$ cat src/rtl/shiftr_pkg.sv
// rtl/shiftr_pkg.sv - shared types and sizing helper for the sequential right shifter
package shiftr_pkg;

   typedef enum logic [1:0] {
      IDLE  = 2'd0,
      SHIFT = 2'd1,
      DONE  = 2'd2
   } state_t;

   // Counter must hold 0..M inclusive so a saturated count of M fits.
   function automatic int cnt_width(input int m);
      return $clog2(m + 1);
   endfunction

endpackage

$ cat src/rtl/alu_flags.sv
// rtl/alu_flags.sv - N/Z/V flags derived from an ALU result; V is fixed 0 for this op class
module alu_flags #(
   parameter int M = 4
) (
   input  logic [M-1:0] r,
   output logic         n,
   output logic         z,
   output logic         v
);

   assign n = r[M-1];
   assign z = ~|r;
   assign v = 1'b0;

endmodule

$ cat src/rtl/mux_2NtoN.sv
// rtl/mux_2NtoN.sv - two-way N-bit select, d1 chosen when sel is high
module mux_2NtoN #(
   parameter int M = 1
) (
   input  logic [M-1:0] d0,
   input  logic [M-1:0] d1,
   input  logic         sel,
   output logic [M-1:0] y
);

   assign y = sel ? d1 : d0;

endmodule

$ cat src/rtl/shiftr_seq.sv
// rtl/shiftr_seq.sv - one-bit-per-clock logical/arithmetic right shifter with start/done handshake
// Optional rotate mode enabled by defining SHIFTR_ROT_EN (adds the rot input).
module shiftr_seq
   import shiftr_pkg::*;
#(
   parameter int M = 4
) (
   input  logic         clk,
   input  logic         rst_n,
   input  logic         start,
   input  logic         arith,
`ifdef SHIFTR_ROT_EN
   input  logic         rot,
`endif
   input  logic [M-1:0] A,
   input  logic [M-1:0] B,
   output logic [M-1:0] R,
   output logic         C,
   output logic         N,
   output logic         V,
   output logic         Z,
   output logic         busy,
   output logic         done
);

   localparam int         CW     = cnt_width(M);
   localparam logic [M:0] M_WIDE = (M+1)'(M);

   state_t         state, state_nxt;
   logic [M-1:0]   sreg;
   logic [CW-1:0]  cnt;
   logic [CW-1:0]  cnt_init;
   logic [CW-1:0]  cnt_sat;
   logic           fill;
   logic           fill_init;
   logic           in_bit;
   logic           c_q;

   // Shift amounts of M or more all produce the same result as exactly M.
   assign cnt_sat = ({1'b0, B} >= M_WIDE) ? CW'(M) : CW'(B);

   mux_2NtoN #(.M(1)) u_fill_mux (
      .d0  (1'b0),
      .d1  (A[M-1]),
      .sel (arith),
      .y   (fill_init)
   );

`ifdef SHIFTR_ROT_EN
   logic rot_q;

   // In rotate mode the bit leaving reg[0] re-enters at the top instead of the fill bit.
   mux_2NtoN #(.M(1)) u_in_mux (
      .d0  (fill),
      .d1  (sreg[0]),
      .sel (rot_q),
      .y   (in_bit)
   );

   assign cnt_init = rot ? CW'(B % M) : cnt_sat;

   always_ff @(posedge clk) begin
      if (!rst_n) begin
         rot_q <= 1'b0;
      end else if (state == IDLE && start) begin
         rot_q <= rot;
      end
   end
`else
   assign in_bit   = fill;
   assign cnt_init = cnt_sat;
`endif

   always_ff @(posedge clk) begin
      if (!rst_n) begin
         state <= IDLE;
      end else begin
         state <= state_nxt;
      end
   end

   always_comb begin
      state_nxt = state;
      case (state)
         IDLE:    if (start) state_nxt = (cnt_init == '0) ? DONE : SHIFT;
         SHIFT:   if (cnt == CW'(1)) state_nxt = DONE;
         DONE:    state_nxt = IDLE;
         default: state_nxt = IDLE;
      endcase
   end

   always_ff @(posedge clk) begin
      if (!rst_n) begin
         sreg <= '0;
         cnt  <= '0;
         fill <= 1'b0;
         c_q  <= 1'b0;
      end else begin
         case (state)
            IDLE: begin
               if (start) begin
                  sreg <= A;
                  fill <= fill_init;
                  cnt  <= cnt_init;
                  c_q  <= 1'b0;
               end
            end
            SHIFT: begin
               c_q  <= sreg[0];
               sreg <= {in_bit, sreg[M-1:1]};
               cnt  <= cnt - CW'(1);
            end
            default: begin
            end
         endcase
      end
   end

   assign R    = sreg;
   assign C    = c_q;
   assign busy = (state == SHIFT);
   assign done = (state == DONE);

   alu_flags #(.M(M)) u_flags (
      .r (sreg),
      .n (N),
      .z (Z),
      .v (V)
   );

endmodule

$ cat config.mk
export PLATFORM = sky130hd
export DESIGN_NAME = shiftr_seq
export DESIGN_NICKNAME = d
export VERILOG_FILES = /design/src/rtl/shiftr_pkg.sv /design/src/rtl/alu_flags.sv /design/src/rtl/mux_2NtoN.sv /design/src/rtl/shiftr_seq.sv
export SDC_FILE = /design/constraint.sdc
export NUM_CORES = 1
export LEC_CHECK = 0
export CAP_MARGIN = 20
export CORE_UTILIZATION = 41
export DETAILED_ROUTE_END_ITERATION = 16
export PLACE_DENSITY = 0.77
export RECOVER_POWER = 100
export SLEW_MARGIN = 25
export SYNTH_ARGS = -nofsm -noshare
export SYNTH_HDL_FRONTEND = slang
export SYNTH_SLANG_ARGS = --single-unit
$ cat constraint.sdc
create_clock -name clk -period 2.4 [get_ports clk]
set_input_delay 0.24 -clock clk [delete_from_list [all_inputs] [get_ports clk]]
set_output_delay 0.24 -clock clk [all_outputs]
set_load 0.02 [all_outputs]
---- Yosys cells after proc, flatten, opt, wreduce, memory -nomap -nowiden ----
Cells that the tools add are included.
word-level totals
  memory bits (writable) .................. 0
  word-level logic and storage cells ...... 32
  bits of input ports ..................... 12
  memories ................................ 0
  bits in registers ....................... 11
  memory bits (read-only) ................. 0
  output and inout port bits .............. 10
  bits in latches ......................... 0
operators by class
  multiply operators ...................... 0
  mux-type cells .......................... 12
  divide/modulo/power cells ............... 0
  shift operators ......................... 0
  equality and inequality tests ........... 5
  bitwise logic cells ..................... 0
  $lt $le $gt $ge ......................... 1
  reductions and logical operators ........ 8
  add/sub/neg operators ................... 1
operators with widths
  kind                   number
  $pmux W4 S2            1
  $mux W2                3
  $mux W3                2
  $pmux W3 S2            1
  $reduce_and A2 Y1      3
  $ge A4 B3 Y1 const B   1
  $mux W4                1
  $pmux W2 S2            1
  $reduce_or A4 Y1       1
  $eq A3 B1 Y1 const B   1
  $logic_not A3 Y1       1
  $sub A3 B1 Y3 const B  1
  $eq A2 B1 Y1 const B   1
  $eq A2 B2 Y1 const B   1
  $logic_not A2 Y1       1
  $mux W1                2
  $ne A2 B1 Y1 const B   1
  $ne A2 B2 Y1 const B   1
  $pmux W1 S2            1
  $reduce_bool A2 Y1     1
  $logic_not A1 Y1       1

---- Depth between registers and ports, before layout ----
Gate-level depths: netlist of the first run.
  word-level depth ........................ 6
  mapped depth ............................ 5
  mapped depth without buffers ............ 5

---- Cells and area by module ----
Synthesis of the first run repeated with hierarchy kept, for this count alone.
second synthesis, totals
  cell total of the unflattened synthesis .. 72
  area total of the unflattened synthesis .. 595.6 sq um
modules (own cells, without submodules)
  module      times used  area each (sq um)  seq. area each (sq um)  cells an instance
  shiftr_seq  1           549.3              220.2                   67
  alu_flags   1           31.3               0.0                     4
  mux_2NtoN   1           15.0               0.0                     1

---- Worst setup path before layout of the first run ----
No wires, ideal clock.
  path kind ............................... register to output
  start point ............................. reg sreg[3], in the netlist R[3]
  end point ............................... out Z
  stages on the path, launching flop included .. 2
  slack ................................... 1.027 ns
  data arrival time ....................... 1.133 ns
  path buffers ............................ 0
  required time ........................... 2.160 ns
  cells stage by stage .................... dfxtp_1 > nor4_1
on the way
  word-level cells in the longest chain between the ends .. 2
RTL lines
  item                    line               source
  from (decl)             shiftr_seq.sv:30   logic [M-1:0] sreg;
  from (signal assigned)  shiftr_seq.sv:110  sreg <= {in_bit, sreg[M-1:1]};
  $reduce_or A4 Y1        alu_flags.sv:12    assign z = ~|r;
  $logic_not A1 Y1        alu_flags.sv:12
  to (decl)               shiftr_seq.sv:21   output logic Z,
No other way between the ends.

---- Worst setup path after layout of the first run ----
  start point ............................. reg state[1]
  end point ............................... out busy
on the way
  word-level cells in the longest chain between the ends .. 1
RTL lines
  item                    line               source
  from (decl)             shiftr_seq.sv:29   state_t state, state_nxt;
  from (signal assigned)  shiftr_seq.sv:78   state <= state_nxt;
  $eq A2 B1 Y1            shiftr_seq.sv:121  assign busy = (state == SHIFT);
  to (decl)               shiftr_seq.sv:22   output logic busy,
No other way between the ends.

==> metrics, run 1 <==
Leak 0.317 nW; HP Start fill; filler cell count ~120; unrepaired setup endpoints after global routing false; drt via density about 5.4; Post-CTS Resized 0; final setup vio count 0; area occupied by multi-input gates between 300 and 400 um^2; EDFF count, synth 0; post-DP HPWL 957 um; Core ar. 0.00130 mm^2; mux contribution to synthesized area 0%; grt met2 use between 30% and 40%; met3 usage 10.2%; M1 GR Usage 24.7%; Die Width 39.3 um; count of pins over their slew limit 0; clk_lat worst skew 0.27 ns; final wirelength 1270 um; Hold Slack roughly 0.48 ns; Period minus WS final 2.18 ns; peak supply drop 402 uV; Root Driver clkbuf_4; period utilization about nine tenths; number of global-route vias before repair 475; vias post-DR 559; Mapped Area 572 um^2; Clock Path Buffers 2; TritonCTS clock tree yes; Setup WS pre-CTS 0.619 ns; max_cap viols 0; area grow syn2layout 37.4%; ANT cells 0; DR iter-0 viols 13; number of synthesized register bits 11; share of cells above drive strength 1 just under 7%; Post-Syn Area per Cell 8.17 um^2; Initial Utilization 43.9%; clock slew at the register clock pins of the worst setup and hold paths 0.07 ns; port buffer count 20; Design Area, Final around 790 um^2; critical path required time 2.16 ns; per-cell routed wire length 12.2 um; fin nets 104; Routed Antenna Nets 0; xor-xnor portion of the synthesized cell area 0%; GRT overflow 0; Top FF cell, synth dfxtp_1; Crit path arrival time 1.94 ns; run status finished, final reports clean; FP Rows 13; CTS Hold Bufs 0; Clock Skew roughly 0.0076 ns; syn_nets 84; post-synth cell types 29; GRT Resource Usage Total 20.3%; total CTS buffers 3; crit path from state[1]; Startpoint Class register; crit-path max cell delay 0.69 ns; CTS HTree Levels 1; post-synthesis simple-gate area fraction 28.0%; slowest stage cell, crit path dlygate4sd3_1; Finished Core Util 60.4%; num ports 22; initial antenna violation count 0; Placer Congestion ~0.78; setup ws final 0.223 ns; kind of critical path reg2out; die extent in y approximately 39 um; clock sinks 11; Fmax achieved roughly 460 MHz; first-pass GRT wire length 2060 um; Critical Path End Type primary output; Synth Warn # 0; post-synthesis sequential area ratio about two fifths; Post-Synth Adder-Cell Area under 10%; die area 0.00155 mm^2; cell count after synthesis 70; first-pass iteration count of the detailed router 4; HP Class reg2reg; gr busiest metal met2; Compound-Gate Fraction of Synth Area 21.4%; main combinational cell family by area after synthesis simple AND/OR/NAND/NOR gates; worst-path fanout max 9; Setup Fix Bufs, Post-CTS 0; crit-path cells nand2b_1 > inv_1 > dlygate4sd3_1; FFs w/ async S/R, synth 0%; setup TNS 0 ns; # DRC 0; Power per Cell Area 602 mW/mm^2; Reg area 220 um^2; Final Hold Viols 0; placed cell area 762 um^2; reg2reg start state[1]; most frequent cells in the layout dfxtp_1, nand2_1, dlygate4sd3_1, clkdlybuf4s50_1, o21ai_0; pin count of the biggest net entering global routing 14
[where the power goes]
| part | internal (mW) | total [mW] | leakage, nW | switching, mW |
|---|---|---|---|---|
| Clock | 0.0644 | 0.125 | 0.0150 | 0.0604 |
| Combinational | 0.0634 | 0.133 | 0.211 | 0.0693 |
| Sequential | 0.200 | 0.215 | 0.0907 | 0.0154 |
[kinds of logic after synthesis]
kind of cell,count (synthesis)
buffers and inverters,8
other,1
adder cells (fa/ha/maj),2
AO/OA/AOI/OAI,19
flip-flops,11
AND/OR/NAND/NOR,29
[final timing paths]
path,endpoint,slack [ns],cells past startpoint
max,busy,0.22,3
min,fill,0.48,2
max reg2reg,cnt[2],1.08,3
min reg2reg,fill,0.48,2
[synth_stat cells (all sizes together) (2+ instances only)]
master / instances / area share [%]
nand3: 4 / 3.5
o21a: 2 / 2.6
nor3b: 2 / 2.6
nand2: 11 / 7.2
a31oi: 4 / 4.4
o22ai: 2 / 2.2
ha: 2 / 4.4
nor4: 2 / 2.2
a21boi: 2 / 2.6
buf: 4 / 4.4
and2b: 2 / 3.1
dfxtp: 11 / 39
inv: 3 / 2.0
o21ai: 5 / 4.4
[flip-flops by register name, indices dropped and copies added (netlist names)]
signal / count
C: 1
R: 4
state: 2
fill: 1
cnt: 3
[metrics by stage]
stage	instances	power, mW
after floorplan	70	0.301
after global placement	100	0.356
after detailed placement	100	0.359
after CTS	104	0.486
after global routing	104	0.504
final	104	0.473
[worst max-delay path: cells and delay by family (launching register included)]
family	cells	cell delay, ns
buf+inv	2	0.90
flops	1	0.41
simple gates	1	0.35
[cell type report]
cell class,count,share of cell area (%)
multi-input combinational,51,39.3
sequential,11,28.0
timing repair buffer,20,25.5
clock buffer,4,3.34
tap,15,2.39
inverter,3,1.43
[per-layer routing]
metal,routed length (um),up-vias
li1,-,282
met1,568,260
met2,639,17
met3,60,0
met4,0,0
met5,0,-
Power figures use the tool's default switching activity.
==> inputs of run 2 (changes only) <==
--- a/config.mk
+++ b/config.mk
@@ -8,9 +8,10 @@
 export CAP_MARGIN = 20
 export CORE_UTILIZATION = 41
 export DETAILED_ROUTE_END_ITERATION = 16
-export PLACE_DENSITY = 0.77
+export PLACE_DENSITY = 0.76
 export RECOVER_POWER = 100
 export SLEW_MARGIN = 25
 export SYNTH_ARGS = -nofsm -noshare
 export SYNTH_HDL_FRONTEND = slang
+export SYNTH_HIERARCHICAL = 1
 export SYNTH_SLANG_ARGS = --single-unit
==> metrics, run 2 <==
first-pass GRT wire length 1880 um (-8.7%); post-DP HPWL 942 um (-1.6%); Design Area, Final 808 um^2 (+2.9%); clock slew at the register clock pins of the worst setup and hold paths 0.06 ns (about the same); Setup WS pre-CTS 0.638 ns (+0.0190 ns); Power per Cell Area 587 mW/mm^2 (-2.5%); clk_lat worst skew 0.26 ns (about the same); max_cap viols 0 (unchanged); kind of critical path reg2out; peak supply drop 440 uV (+9.5%); post-synth cell types 31 (+6.9%); most frequent cells in the layout dfxtp_1, dlygate4sd3_1, nand2_1, clkdlybuf4s50_1; # DRC 0 (unchanged); critical path required time 2.16 ns (about the same); cell count after synthesis 72 (+2.9%); final setup vio count 0 (unchanged); Setup Fix Bufs, Post-CTS 0 (unchanged); Top FF cell, synth dfxtp_1; period utilization 89.1% (-1.6 points); setup TNS 0 ns (unchanged); total CTS buffers 3 (unchanged); ANT cells 0 (unchanged); Period minus WS final 2.14 ns (-0.0390 ns); vias post-DR 555 (-0.72%); share of the synthesized area in the top cell type 37.0% (-1.5 points); EDFF count, synth 0 (unchanged); Crit path arrival time 1.90 ns (-0.04 ns); Non-Filler Instances 106 (+1.9%); number of global-route vias before repair 442 (-6.9%); Leak 0.335 nW (+5.6%); pin count of the biggest net entering global routing 11 (-3); top cells by area, synth dfxtp_1, nand2_1, a31oi_1; Die Width 40.1 um (+2.0%); Core ar. 0.00133 mm^2 (+2.5%); Mapped Area 596 um^2 (+4.2%); run status finished, final reports clean; most numerous cell in the Yosys netlist dfxtp_1; initial antenna violation count 0 (unchanged); GRT Resource Usage Total 17.9% (-2.4 points); clock sinks 11 (unchanged); syn_nets 86 (+2.4%); Critical Path End Type primary output; Post-CTS Resized 0 (unchanged); placed cell count 102 (+2.0%); Fmax achieved 468 MHz (+1.8%); per-cell routed wire length 11.4 um (-6.7%); max reg flops 4 (unchanged); Routed Antenna Nets 0 (unchanged); DR iter-0 viols 10 (-3); Clock Path Buffers 2 (unchanged); FP Rows 13 (unchanged); drt via density 5.24 (-2.6%); placed cell area 786 um^2 (+3.1%); Overall Power 0.474 mW (+0.31%); GRT overflow 0 (unchanged); first-pass iteration count of the detailed router 4 (unchanged); count of pins over their slew limit 0 (unchanged); Synth area leader dfxtp_1; die extent in y 40.1 um (+2.0%); Placer Congestion 0.840 (+7.4%); Clock Skew 0.000836 ns (-0.00680 ns); Post-Syn Area per Cell 8.27 um^2 (+1.3%); unrepaired setup endpoints after global routing false; number of synthesized register bits 11 (unchanged); setup ws final 0.262 ns (+0.0390 ns); Final Hold Viols 0 (unchanged); CTS Hold Bufs 0 (unchanged); HP Class reg2reg; Synth top cells by count dfxtp_1, nand2_1, a31oi_1, o21ai_0, inv_1; Finished Core Util 60.6% (+0.22 points); die area 0.00161 mm^2 (+4.0%); port buffer count 20 (unchanged); worst-path fanout max 9 (unchanged); CTS HTree Levels 1 (unchanged); Synth Warn # 6 (+6); FFs w/ async S/R, synth 0% (unchanged); post-synthesis sequential area ratio 37.0% (-1.5 points); fin nets 106 (+1.9%); Startpoint Class register; final wirelength 1210 um (-4.9%); share of cells above drive strength 1 9.89% (+3.1 points); TritonCTS clock tree yes; num ports 22 (unchanged); Root Driver clkbuf_4; Initial Utilization 44.7% (+0.71 points); area grow syn2layout 35.7%; Hold Slack 0.484 ns (+0.00850 ns)
## run 2: logic make-up after synthesis
kind of cell             synth area share (%)
AND/OR/NAND/NOR                          25.2
AO/OA/AOI/OAI                            20.8
flip-flops                               37.0
buffers and inverters                    7.35
multiplexers                             4.20
adder cells (fa/ha/maj)                  4.20
other                                    1.26
## run 2: where the power goes
group	internal, mW	total, mW	switching (mW)
Combinational	0.0672	0.136	0.0683
Clock	0.0643	0.121	0.0565
Sequential	0.200	0.218	0.0177
Total	0.332	0.474	0.143
## run 2: layer usage
metal / share of wire, % / up-vias / global-route usage, %
met3: 2.7 / 0 / 8.33
li1: - / 288 / -
met2: 45 / 9 / 25.4
met5: 0 / - / 0
met4: 0 / 0 / 5.17
met1: 52 / 258 / 23.8
## run 2: cell type report
cell class                      count  area [um^2]
Fill cell                         110          526
Multi-Input combinational cell     52          328
Sequential cell                    11          220
Timing Repair Buffer               20          200
Clock buffer                        4         26.3
Tap cell                           15         18.8
Inverter                            4         15.0
## run 2: final timing paths
check | start | slack [ns] | cells past startpoint | endpoint
worst min-delay path | C | 0.48 | 2 | C
worst max register to register | state[1] | 1.06 | 4 | cnt[0]
worst min register to register | C | 0.48 | 2 | C
worst max-delay path | state[1] | 0.26 | 3 | busy
## run 2: critical path, stage by stage, from the launching register on
cell           delay, ns
dfxtp_1             0.42
nand2b_1            0.34
inv_1               0.19
dlygate4sd3_1       0.69
